File: config.mk
export PLATFORM = sky130hd
export DESIGN_NAME = keyboard_event_ctrl
export DESIGN_NICKNAME = d
export VERILOG_FILES = /design/src/rtl/kbd_pkg.sv /design/src/rtl/kbd_evt_fifo.sv /design/src/rtl/keyboard_event_ctrl.sv
export SDC_FILE = /design/constraint.sdc
export NUM_CORES = 1
export LEC_CHECK = 0
export BUFFER_PORTS_ARGS = -buffer_cell sky130_fd_sc_hd__buf_2
export CORE_MARGIN = 8
export CORE_UTILIZATION = 50
export CTS_BUF_LIST = sky130_fd_sc_hd__clkbuf_8
export DETAILED_ROUTE_END_ITERATION = 12
export PLACE_DENSITY = 0.78
export SYNTH_ARGS = -nofsm -noshare
export SYNTH_HDL_FRONTEND = slang
export SYNTH_SLANG_ARGS = --single-unit
File: constraint.sdc
create_clock -name busclk_i -period 5.45 [get_ports busclk_i]
set_input_delay 1.635 -clock busclk_i [delete_from_list [all_inputs] [get_ports busclk_i]]
set_output_delay 1.635 -clock busclk_i [all_outputs]
set_load 0.01 [all_outputs]
File: src/rtl/kbd_pkg.sv
// Shared types and constants for the CPC keyboard event controller.
// The matrix is 10 rows x 8 bits, positive logic (1 = key down).
package kbd_pkg;

   localparam int NUM_KEYS = 80;
   localparam int NUM_ROWS = 10;

   localparam logic [3:0] DEF_CTRL_ADDR   = 4'hA;
   localparam logic [7:0] DEF_COMMIT_CODE = 8'h01;

   typedef enum logic [2:0] {
      ST_IDLE,
      ST_RD,
      ST_CAP,
      ST_WR,
      ST_COMMIT,
      ST_HOST
   } kbd_state_e;

   typedef struct packed {
      logic [6:0] key;
      logic       down;
   } kbd_evt_t;

   // Key index 0..79 maps to row key[6:3] and bit key[2:0].
   function automatic logic [3:0] key_row(input logic [6:0] key);
      return key[6:3];
   endfunction

endpackage

File: src/rtl/kbd_evt_fifo.sv
// Synchronous event FIFO for the keyboard controller.
// FIFO_DEPTH must be a power of two (pointers wrap naturally).
module kbd_evt_fifo #(
   parameter int FIFO_DEPTH = 8,
   parameter int DATA_W     = 8
) (
   input  logic                          busclk_i,
   input  logic                          nreset_i,
   input  logic                          push,
   input  logic [DATA_W-1:0]             wr_data,
   input  logic                          pop,
   output logic [DATA_W-1:0]             rd_data,
   output logic                          full,
   output logic                          empty,
   output logic [$clog2(FIFO_DEPTH):0]   count
);

   localparam int PTR_W = $clog2(FIFO_DEPTH);

   logic [DATA_W-1:0] mem [FIFO_DEPTH];
   logic [PTR_W-1:0]  wr_ptr;
   logic [PTR_W-1:0]  rd_ptr;
   logic [PTR_W:0]    cnt;
   logic              push_ok;
   logic              pop_ok;

   assign full    = (cnt == (PTR_W+1)'(FIFO_DEPTH));
   assign empty   = (cnt == '0);
   assign push_ok = push && !full;
   assign pop_ok  = pop && !empty;
   assign rd_data = mem[rd_ptr];
   assign count   = cnt;

   // Storage array; contents are don't-care until written.
   always_ff @(posedge busclk_i) begin
      if (push_ok) mem[wr_ptr] <= wr_data;
   end

   // Pointer and occupancy bookkeeping.
   always_ff @(posedge busclk_i or negedge nreset_i) begin
      if (!nreset_i) begin
         wr_ptr <= '0;
         rd_ptr <= '0;
         cnt    <= '0;
      end else begin
         if (push_ok) wr_ptr <= wr_ptr + 1'b1;
         if (pop_ok)  rd_ptr <= rd_ptr + 1'b1;
         cnt <= cnt + (PTR_W+1)'(push_ok) - (PTR_W+1)'(pop_ok);
      end
   end

endmodule

File: src/rtl/keyboard_event_ctrl.sv
// Keyboard event controller: queues PS/2 make/break events, turns each into
// a read-modify-write of one keyboard row plus a commit write, and shares
// the keyboard register bus with direct host accesses.
// Optional build macro KBD_BATCH_COMMIT_EN: commit only once the event queue
// drains, so a chord reaches the matrix atomically.
module keyboard_event_ctrl
   import kbd_pkg::*;
#(
   parameter int         FIFO_DEPTH  = 8,
   parameter logic [3:0] CTRL_ADDR   = DEF_CTRL_ADDR,
   parameter logic [7:0] COMMIT_CODE = DEF_COMMIT_CODE
) (
   input  logic       busclk_i,
   input  logic       nreset_i,
   input  logic       evt_valid_i,
   input  logic [6:0] evt_key_i,
   input  logic       evt_down_i,
   output logic       evt_ready_o,
   output logic       drop_o,
   input  logic       host_req_i,
   output logic       host_gnt_o,
   input  logic [3:0] host_A_i,
   input  logic [7:0] host_D_i,
   input  logic       host_nWR_i,
   input  logic       host_nRD_i,
   output logic [7:0] host_D_o,
   output logic [3:0] kb_A_o,
   output logic [7:0] kb_D_o,
   output logic       kb_nWR_o,
   output logic       kb_nRD_o,
   input  logic [7:0] kb_D_i,
   output logic       busy_o
);

   localparam int CNT_W = $clog2(FIFO_DEPTH) + 1;

   // Set or clear one bit of a row byte according to make/break.
   function automatic logic [7:0] apply_key(input logic [7:0] row_data,
                                            input logic [2:0] bit_idx,
                                            input logic       down);
      logic [7:0] r;
      r          = row_data;
      r[bit_idx] = down;
      return r;
   endfunction

   kbd_state_e       state_q, state_d;
   kbd_evt_t         evt_q, evt_d;
   kbd_evt_t         fifo_head;
   logic [7:0]       fifo_rd_data;
   logic [CNT_W-1:0] fifo_count;
   logic [CNT_W-1:0] cnt_next;
   logic             fifo_full;
   logic             fifo_empty;
   logic             fifo_push;
   logic             fifo_pop;
   logic             key_ok;
   logic             evt_take;

   logic             ready_q;
   logic             drop_q;
   logic             fair_q, fair_d;
   logic [3:0]       kb_a_q, kb_a_d;
   logic [7:0]       kb_d_q, kb_d_d;
   logic             kb_nwr_q, kb_nwr_d;
   logic             kb_nrd_q, kb_nrd_d;

   assign key_ok    = (evt_key_i < 7'(NUM_KEYS));
   assign evt_take  = evt_valid_i && ready_q;
   assign fifo_push = evt_take && key_ok;
   assign fifo_head = kbd_evt_t'(fifo_rd_data);

   // Ready is registered from the post-update occupancy, so a pop while
   // full only reopens the queue on the following cycle.
   assign cnt_next  = fifo_count + CNT_W'(fifo_push) - CNT_W'(fifo_pop);

   kbd_evt_fifo #(
      .FIFO_DEPTH (FIFO_DEPTH),
      .DATA_W     (8)
   ) u_fifo (
      .busclk_i (busclk_i),
      .nreset_i (nreset_i),
      .push     (fifo_push),
      .wr_data  ({evt_key_i, evt_down_i}),
      .pop      (fifo_pop),
      .rd_data  (fifo_rd_data),
      .full     (fifo_full),
      .empty    (fifo_empty),
      .count    (fifo_count)
   );

   // Event intake handshake and out-of-range drop pulse.
   always_ff @(posedge busclk_i or negedge nreset_i) begin
      if (!nreset_i) begin
         ready_q <= 1'b0;
         drop_q  <= 1'b0;
      end else begin
         ready_q <= (cnt_next != CNT_W'(FIFO_DEPTH));
         drop_q  <= evt_take && !key_ok;
      end
   end

   // Sequencer state, fairness flag and registered keyboard bus.
   always_ff @(posedge busclk_i or negedge nreset_i) begin
      if (!nreset_i) begin
         state_q  <= ST_IDLE;
         fair_q   <= 1'b0;
         kb_a_q   <= '0;
         kb_d_q   <= '0;
         kb_nwr_q <= 1'b1;
         kb_nrd_q <= 1'b1;
      end else begin
         state_q  <= state_d;
         fair_q   <= fair_d;
         kb_a_q   <= kb_a_d;
         kb_d_q   <= kb_d_d;
         kb_nwr_q <= kb_nwr_d;
         kb_nrd_q <= kb_nrd_d;
      end
   end

   // Event being serviced; only meaningful between pop and commit.
   always_ff @(posedge busclk_i) begin
      evt_q <= evt_d;
   end

   // Next-state and next keyboard bus values; strobes idle high by default.
   always_comb begin
      state_d  = state_q;
      fair_d   = fair_q;
      evt_d    = evt_q;
      kb_a_d   = kb_a_q;
      kb_d_d   = kb_d_q;
      kb_nwr_d = 1'b1;
      kb_nrd_d = 1'b1;
      fifo_pop = 1'b0;
      case (state_q)
         ST_IDLE: begin
            if (host_req_i && !fair_q) begin
               state_d = ST_HOST;
            end else if (!fifo_empty) begin
               fifo_pop = 1'b1;
               evt_d    = fifo_head;
               kb_a_d   = key_row(fifo_head.key);
               kb_nrd_d = 1'b0;
               state_d  = ST_RD;
            end
         end
         ST_RD: begin
            state_d = ST_CAP;
         end
         ST_CAP: begin
            kb_a_d   = key_row(evt_q.key);
            kb_d_d   = apply_key(kb_D_i, evt_q.key[2:0], evt_q.down);
            kb_nwr_d = 1'b0;
            state_d  = ST_WR;
         end
         ST_WR: begin
`ifdef KBD_BATCH_COMMIT_EN
            if (fifo_empty) begin
               kb_a_d   = CTRL_ADDR;
               kb_d_d   = COMMIT_CODE;
               kb_nwr_d = 1'b0;
               state_d  = ST_COMMIT;
            end else begin
               state_d  = ST_IDLE;
            end
`else
            kb_a_d   = CTRL_ADDR;
            kb_d_d   = COMMIT_CODE;
            kb_nwr_d = 1'b0;
            state_d  = ST_COMMIT;
`endif
         end
         ST_COMMIT: begin
            fair_d  = 1'b0;
            state_d = ST_IDLE;
         end
         ST_HOST: begin
            if (!host_req_i) begin
               state_d = ST_IDLE;
               if (!fifo_empty) fair_d = 1'b1;
            end
         end
         default: begin
            state_d = ST_IDLE;
         end
      endcase
   end

   assign host_gnt_o = (state_q == ST_HOST) && host_req_i;

   // Host owns the bus combinationally while granted; otherwise registered.
   always_comb begin
      kb_A_o   = kb_a_q;
      kb_D_o   = kb_d_q;
      kb_nWR_o = kb_nwr_q;
      kb_nRD_o = kb_nrd_q;
      if (host_gnt_o) begin
         kb_A_o   = host_A_i;
         kb_D_o   = host_D_i;
         kb_nWR_o = host_nWR_i;
         kb_nRD_o = host_nRD_i;
      end
   end

   assign host_D_o    = kb_D_i;
   assign evt_ready_o = ready_q;
   assign drop_o      = drop_q;
   assign busy_o      = (state_q != ST_IDLE) || !fifo_empty;

endmodule

== Yosys cells after proc, flatten, opt, wreduce, memory -nomap -nowiden ==
Memory sizes are Yosys's and may differ from the RTL's.
Cells that the tools add are included.
Operators by class
  mux-type cells: 27
  shift-type cells: 0
  add/sub/neg operators: 6
  divide/modulo/power cells: 0
  bitwise logic cells: 2
  magnitude comparators: 3
  reductions and logical operators: 24
  multiply operators: 0
  eq/ne operators: 12
Operator list (count)
  8-bit case mux with 2 select lines: 1
  3-bit case mux with 5 select lines: 1
  1-bit two-way mux: 14
  4-bit two-way mux: 3
  4-bit case mux with 3 select lines: 1
  3-bit two-way mux: 3
  3-bit AND reduction: 3
  4-bit by 1-bit adder with 4-bit output: 2
  8-bit bitwise mux: 1
  1-bit logical AND: 8
  8-bit two-way mux: 1
  2-bit != test, second input constant: 4
  4-bit by 1-bit subtractor with 4-bit output: 2
  7-bit < comparator, second input constant: 1
  3-bit by 1-bit adder with 3-bit output, second input constant: 2
  3-bit by 2-bit == test with 1-bit output, second input constant: 2
  3-bit == test, second input constant: 2
  3-bit nonzero test: 2
  4-bit == test, second input constant: 1
  1-bit zero test: 4
  4-bit zero test: 1
  3-bit by 4-bit < comparator with 1-bit output, second input constant: 1
  4-bit != test, second input constant: 1
  2-bit nonzero test: 2
  other kinds (10): 11
Storage, ports and cells
  flip-flop bits (word level): 38
  ROM bits: 0
  bits in latches: 0
  memories: 1
  output and inout bits: 26
  bits in writable memories: 64
  word-level logic and storage cells: 88
Memory list
  u_fifo.mem: depth 8, bits a word 8, read ports 1, clocked after memory_dff 0, write ports 1, RTL line kbd_evt_fifo.sv:20  | logic [DATA_W-1:0] mem [FIFO_DEPTH];

== Longest topological paths before layout ==
  depth in word-level cells: 6
  gate-level depth with buffers: 13
  depth with buffers taken out: 13

== By module ==
Synthesis repeated with hierarchy kept, for this count alone.
Unflattened totals
  cell total of the unflattened synthesis: 310
  area, all modules: 4765.8 µm²
By module, submodules not included
  kbd_evt_fifo: area each 3067.9 µm², times used 1, cells an instance 150
  keyboard_event_ctrl: area each 1697.9 µm², times used 1, cells an instance 160

== Worst setup path before layout ==
OpenSTA, ideal clock, no wires.
  path type: input to output
  start point: input port host_req_i
  end point: output port kb_A_o[0]
  cell stages on the path: 5
  arrival: 2528 ps
  setup slack: 1287 ps
  cell sequence: nand4b_1 -> inv_1 -> clkbuf_1 -> nand2_1 -> nand2_1
On the way
  longest elaborated chain between the ends: 2
Ends and longest elaborated chain
  from (decl): RTL line keyboard_event_ctrl.sv:20  | input logic host_req_i,
  1-bit logical AND: RTL line keyboard_event_ctrl.sv:191  | assign host_gnt_o = (state_q == ST_HOST) && host_req_i;
  net host_gnt_o: RTL line keyboard_event_ctrl.sv:21  | output logic host_gnt_o,
  4-bit two-way mux: RTL line keyboard_event_ctrl.sv:199  | if (host_gnt_o) begin
  to (decl): RTL line keyboard_event_ctrl.sv:27  | output logic [3:0] kb_A_o,
The timed path passes the listed nets, and every way through them passes these cells.

== Final worst setup path ==
  start point: input port host_req_i
  end point: output port kb_D_o[0]
On the way
  longest elaborated chain between the ends: 2
Ends and longest elaborated chain
  1-bit logical AND: RTL line keyboard_event_ctrl.sv:191
  8-bit two-way mux: RTL line keyboard_event_ctrl.sv:199
  to (decl): RTL line keyboard_event_ctrl.sv:28  | output logic [7:0] kb_D_o,
No other way between the ends.

==> flow_metrics.env <==
export IMPL_cts_setup_buffers=0
export IMPL_core_area_um2=9060
export IMPL_synth_top_flop_cell="sky130_fd_sc_hd__edfxtp_1"
export IMPL_run_status="completed"
export IMPL_synth_edf_count=72
export IMPL_wire_length_of_the_first_global_routing_pass_um=12900
export IMPL_min_delay_path_class="reg -> reg"
export IMPL_worstPathArrival_ns=2.67
export IMPL_final_period_minus_worst_setup_slack_ns=4.30
export IMPL_drt_pre_antenna_iters=4
export IMPL_yosysTopAreaCellShare=0.473
export IMPL_grt_max_degree=31
export IMPL_cap_viol_max_count=0
export IMPL_overflow=0
export IMPL_ys_types=38
export IMPL_finalNetCount=419
export IMPL_start_kind="primary input"
export IMPL_period_share=0.790
export IMPL_multiInputGateArea_um2=1470
export IMPL_worst_slew_pin_slew_ns=1.01
export IMPL_max_slew_margin_rel=0.326
export IMPL_finalClockSkew_ns=0.0124
export IMPL_ctsHtreeMaxLevel=3
export IMPL_dpl_hpwl_um=5460
export IMPL_synth_seq_area_share=0.638
export IMPL_net_count_after_synthesis=368
export IMPL_grt_antenna_before_repair=0
export IMPL_clock_sinks=102
export IMPL_post_synth_inst_count=321
export IMPL_setup_violations=0
export IMPL_die_h_um=112
export IMPL_finalPower_mw=2.62
export IMPL_post_synth_instance_area_um2=4570
export IMPL_holdWs_ns=0.495
export IMPL_vias_per_cell=5.21
export IMPL_grt_setup_unrepaired="no"
export IMPL_dr_first_iter_drc_count=132
export IMPL_slew_viol_final=0
export IMPL_post_synth_top_area_cell="sky130_fd_sc_hd__edfxtp_1"
export IMPL_post_cts_hold_buffer_count=0
export IMPL_initial_core_util=0.504
export IMPL_yosysMostFrequentCell="sky130_fd_sc_hd__edfxtp_1"
export IMPL_final_area_um2=5090
export IMPL_synth_yosys_warnings=0
export IMPL_postCtsResizedCells=0
export IMPL_insertedDiodeCount=0
export IMPL_max_clock_freq_mhz=232
export IMPL_num_rows=35
export IMPL_die_width_um=112
export IMPL_tritoncts="done"
export IMPL_worst_endpoint_required_ns=3.82
export IMPL_dieArea_um2=12500
export IMPL_layout_drive_gt1_share=0.273
export IMPL_clock_edge_transition_at_the_registers_on_the_reported_setup_and_hold_paths_ns=0.10
export IMPL_gp_routability_congestion=0.766
export IMPL_synth_async_reset_ratio=0.294
export IMPL_io_pins=60
export IMPL_tritoncts_num_buffers=9
export IMPL_drc_viols=0
export IMPL_seqCellArea_um2=2920
export IMPL_clock_root_buffer="sky130_fd_sc_hd__clkbuf_8"
export IMPL_global_route_usage_total=0.129
export IMPL_critical_path_peak_fanout=16
export IMPL_power_leakage_nw=2.05
export IMPL_power_per_cell_area_nw_per_um2=515
export IMPL_timing_setup_critical_path_class="in -> out"
export IMPL_via_count_of_the_first_global_routing_pass=2571
export IMPL_routed_wire_length_per_instance_um=16.0
export IMPL_finalSetupTns_ns=0
export IMPL_port_buffers=59
export IMPL_area_contributors_post_synth="sky130_fd_sc_hd__edfxtp_1 (47%), sky130_fd_sc_hd__dfrtp_1 (15%), sky130_fd_sc_hd__mux4_2 (4.9%)"
export IMPL_ys_seq_elements=102
export IMPL_fillCellCount=721
export IMPL_worst_setup_end_kind="output pin"
export IMPL_ctsLongestPathBuffers=2
export IMPL_clock_latency_ns=0.36
export IMPL_drt_antenna_violating_nets=0
export IMPL_max_vdd_ir_drop_mv=0.214
export IMPL_drt_total_wl_um=7810
export IMPL_synth_area_per_cell_um2=14.2
export IMPL_synth_common_cells="sky130_fd_sc_hd__edfxtp_1 (72), sky130_fd_sc_hd__nand2_1 (57), sky130_fd_sc_hd__dfrtp_1 (28)"
export IMPL_via_count=2544
export IMPL_timing_hold_violations_final=0
export IMPL_place_area_um2=4900
export IMPL_layout_area_overhead_vs_synth_pct=11.4
-- layout by cell type, fill, tap and decap left out, drive strengths merged, types with 3 or more instances in the layout --
cell type	count
a21oi	6
buf	62
clkbuf	9
dfrtp	28
edfxtp	72
ha	11
inv	20
mux2	9
mux2i	9
mux4	16
nand2	57
nand2b	5
nor2	12
nor2b	3
nor3	6
nor3b	8
o21ai	11
xnor2	4
xor2	5
-- path summary, 6_finish.rpt --
path                                                     end  slack, ns                   start  depth (start not counted)
worst max-delay path                               kb_D_o[0]       1.15              host_req_i                          7
worst min-delay path                   kb_d_q[6]$_DFFE_PN0N_       0.49   kb_d_q[6]$_DFFE_PN0N_                          2
worst max register to register         evt_ready_o$_DFF_PN0_       2.04  state_q[2]$_DFFE_PN0P_                         11
worst min register to register         kb_d_q[6]$_DFFE_PN0N_       0.49   kb_d_q[6]$_DFFE_PN0N_                          2
max in group asynchronous              kb_d_q[2]$_DFFE_PN0N_       3.70                nreset_i                          1
min in group asynchronous       u_fifo.wr_ptr[2]$_DFFE_PN0N_       1.30                nreset_i                          1
-- cell type report --
class | instances | area share
flip-flops and latches | 102 | 0.573
clock buffers | 9 | 0.0243
multi-input cells | 180 | 0.288
well taps | 111 | 0.0273
repair buffers | 62 | 0.0625
inverters | 17 | 0.0125
clock inverters | 7 | 0.0125
-- per-stage QoR --
step,setup WS [ns],instances,util
floorplan,1.29,321,-
global placement,1.18,472,0.541
detailed placement,1.14,472,0.541
CTS,1.14,488,0.561
global route,0.984,488,0.561
finish,1.15,488,0.561
-- critical path, cell delays in order --
cell	delay [ns]
sky130_fd_sc_hd__buf_2	0.11
sky130_fd_sc_hd__nand4b_1	0.10
sky130_fd_sc_hd__buf_4	0.21
sky130_fd_sc_hd__inv_1	0.30
sky130_fd_sc_hd__nand2_1	0.09
sky130_fd_sc_hd__o21ai_0	0.07
sky130_fd_sc_hd__buf_2	0.15
-- report_power, final --
group / switching (mW) / internal [mW]
Combinational: 0.445 / 0.466
Clock: 0.273 / 0.177
Sequential: 0.210 / 1.05
-- sequential cells by signal (all words and copies together), names as in the netlist, 3 cells and up --
register and count:
u_fifo.rd_ptr 3, u_fifo.count 4, kb_d_q 8, u_fifo.mem 64, evt_q 8, state_q 3, kb_a_q 4, u_fifo.wr_ptr 3
-- layer usage --
metal	track usage	vias to the layer above	routed length, µm
met5	0	-	0
met4	0.0292	0	59
met3	0.0460	6	497
met2	0.220	71	3770
met1	0.153	1211	3480
li1	-	1256	-
-- logic make-up (layout without fill, tap and decap cells) --
kind of cell    count (synthesis)  in the layout  share of synthesized area
flops                         102            102                      0.638
fa+ha+maj                      13             13                     0.0389
xor+xnor                        9              9                     0.0172
simple gates                   97             97                     0.0991
compound gates                 27             27                     0.0397
buf+inv                        39             95                     0.0413
mux                            34             34                      0.126
No activity file was read; power rests on OpenSTA's default activity.
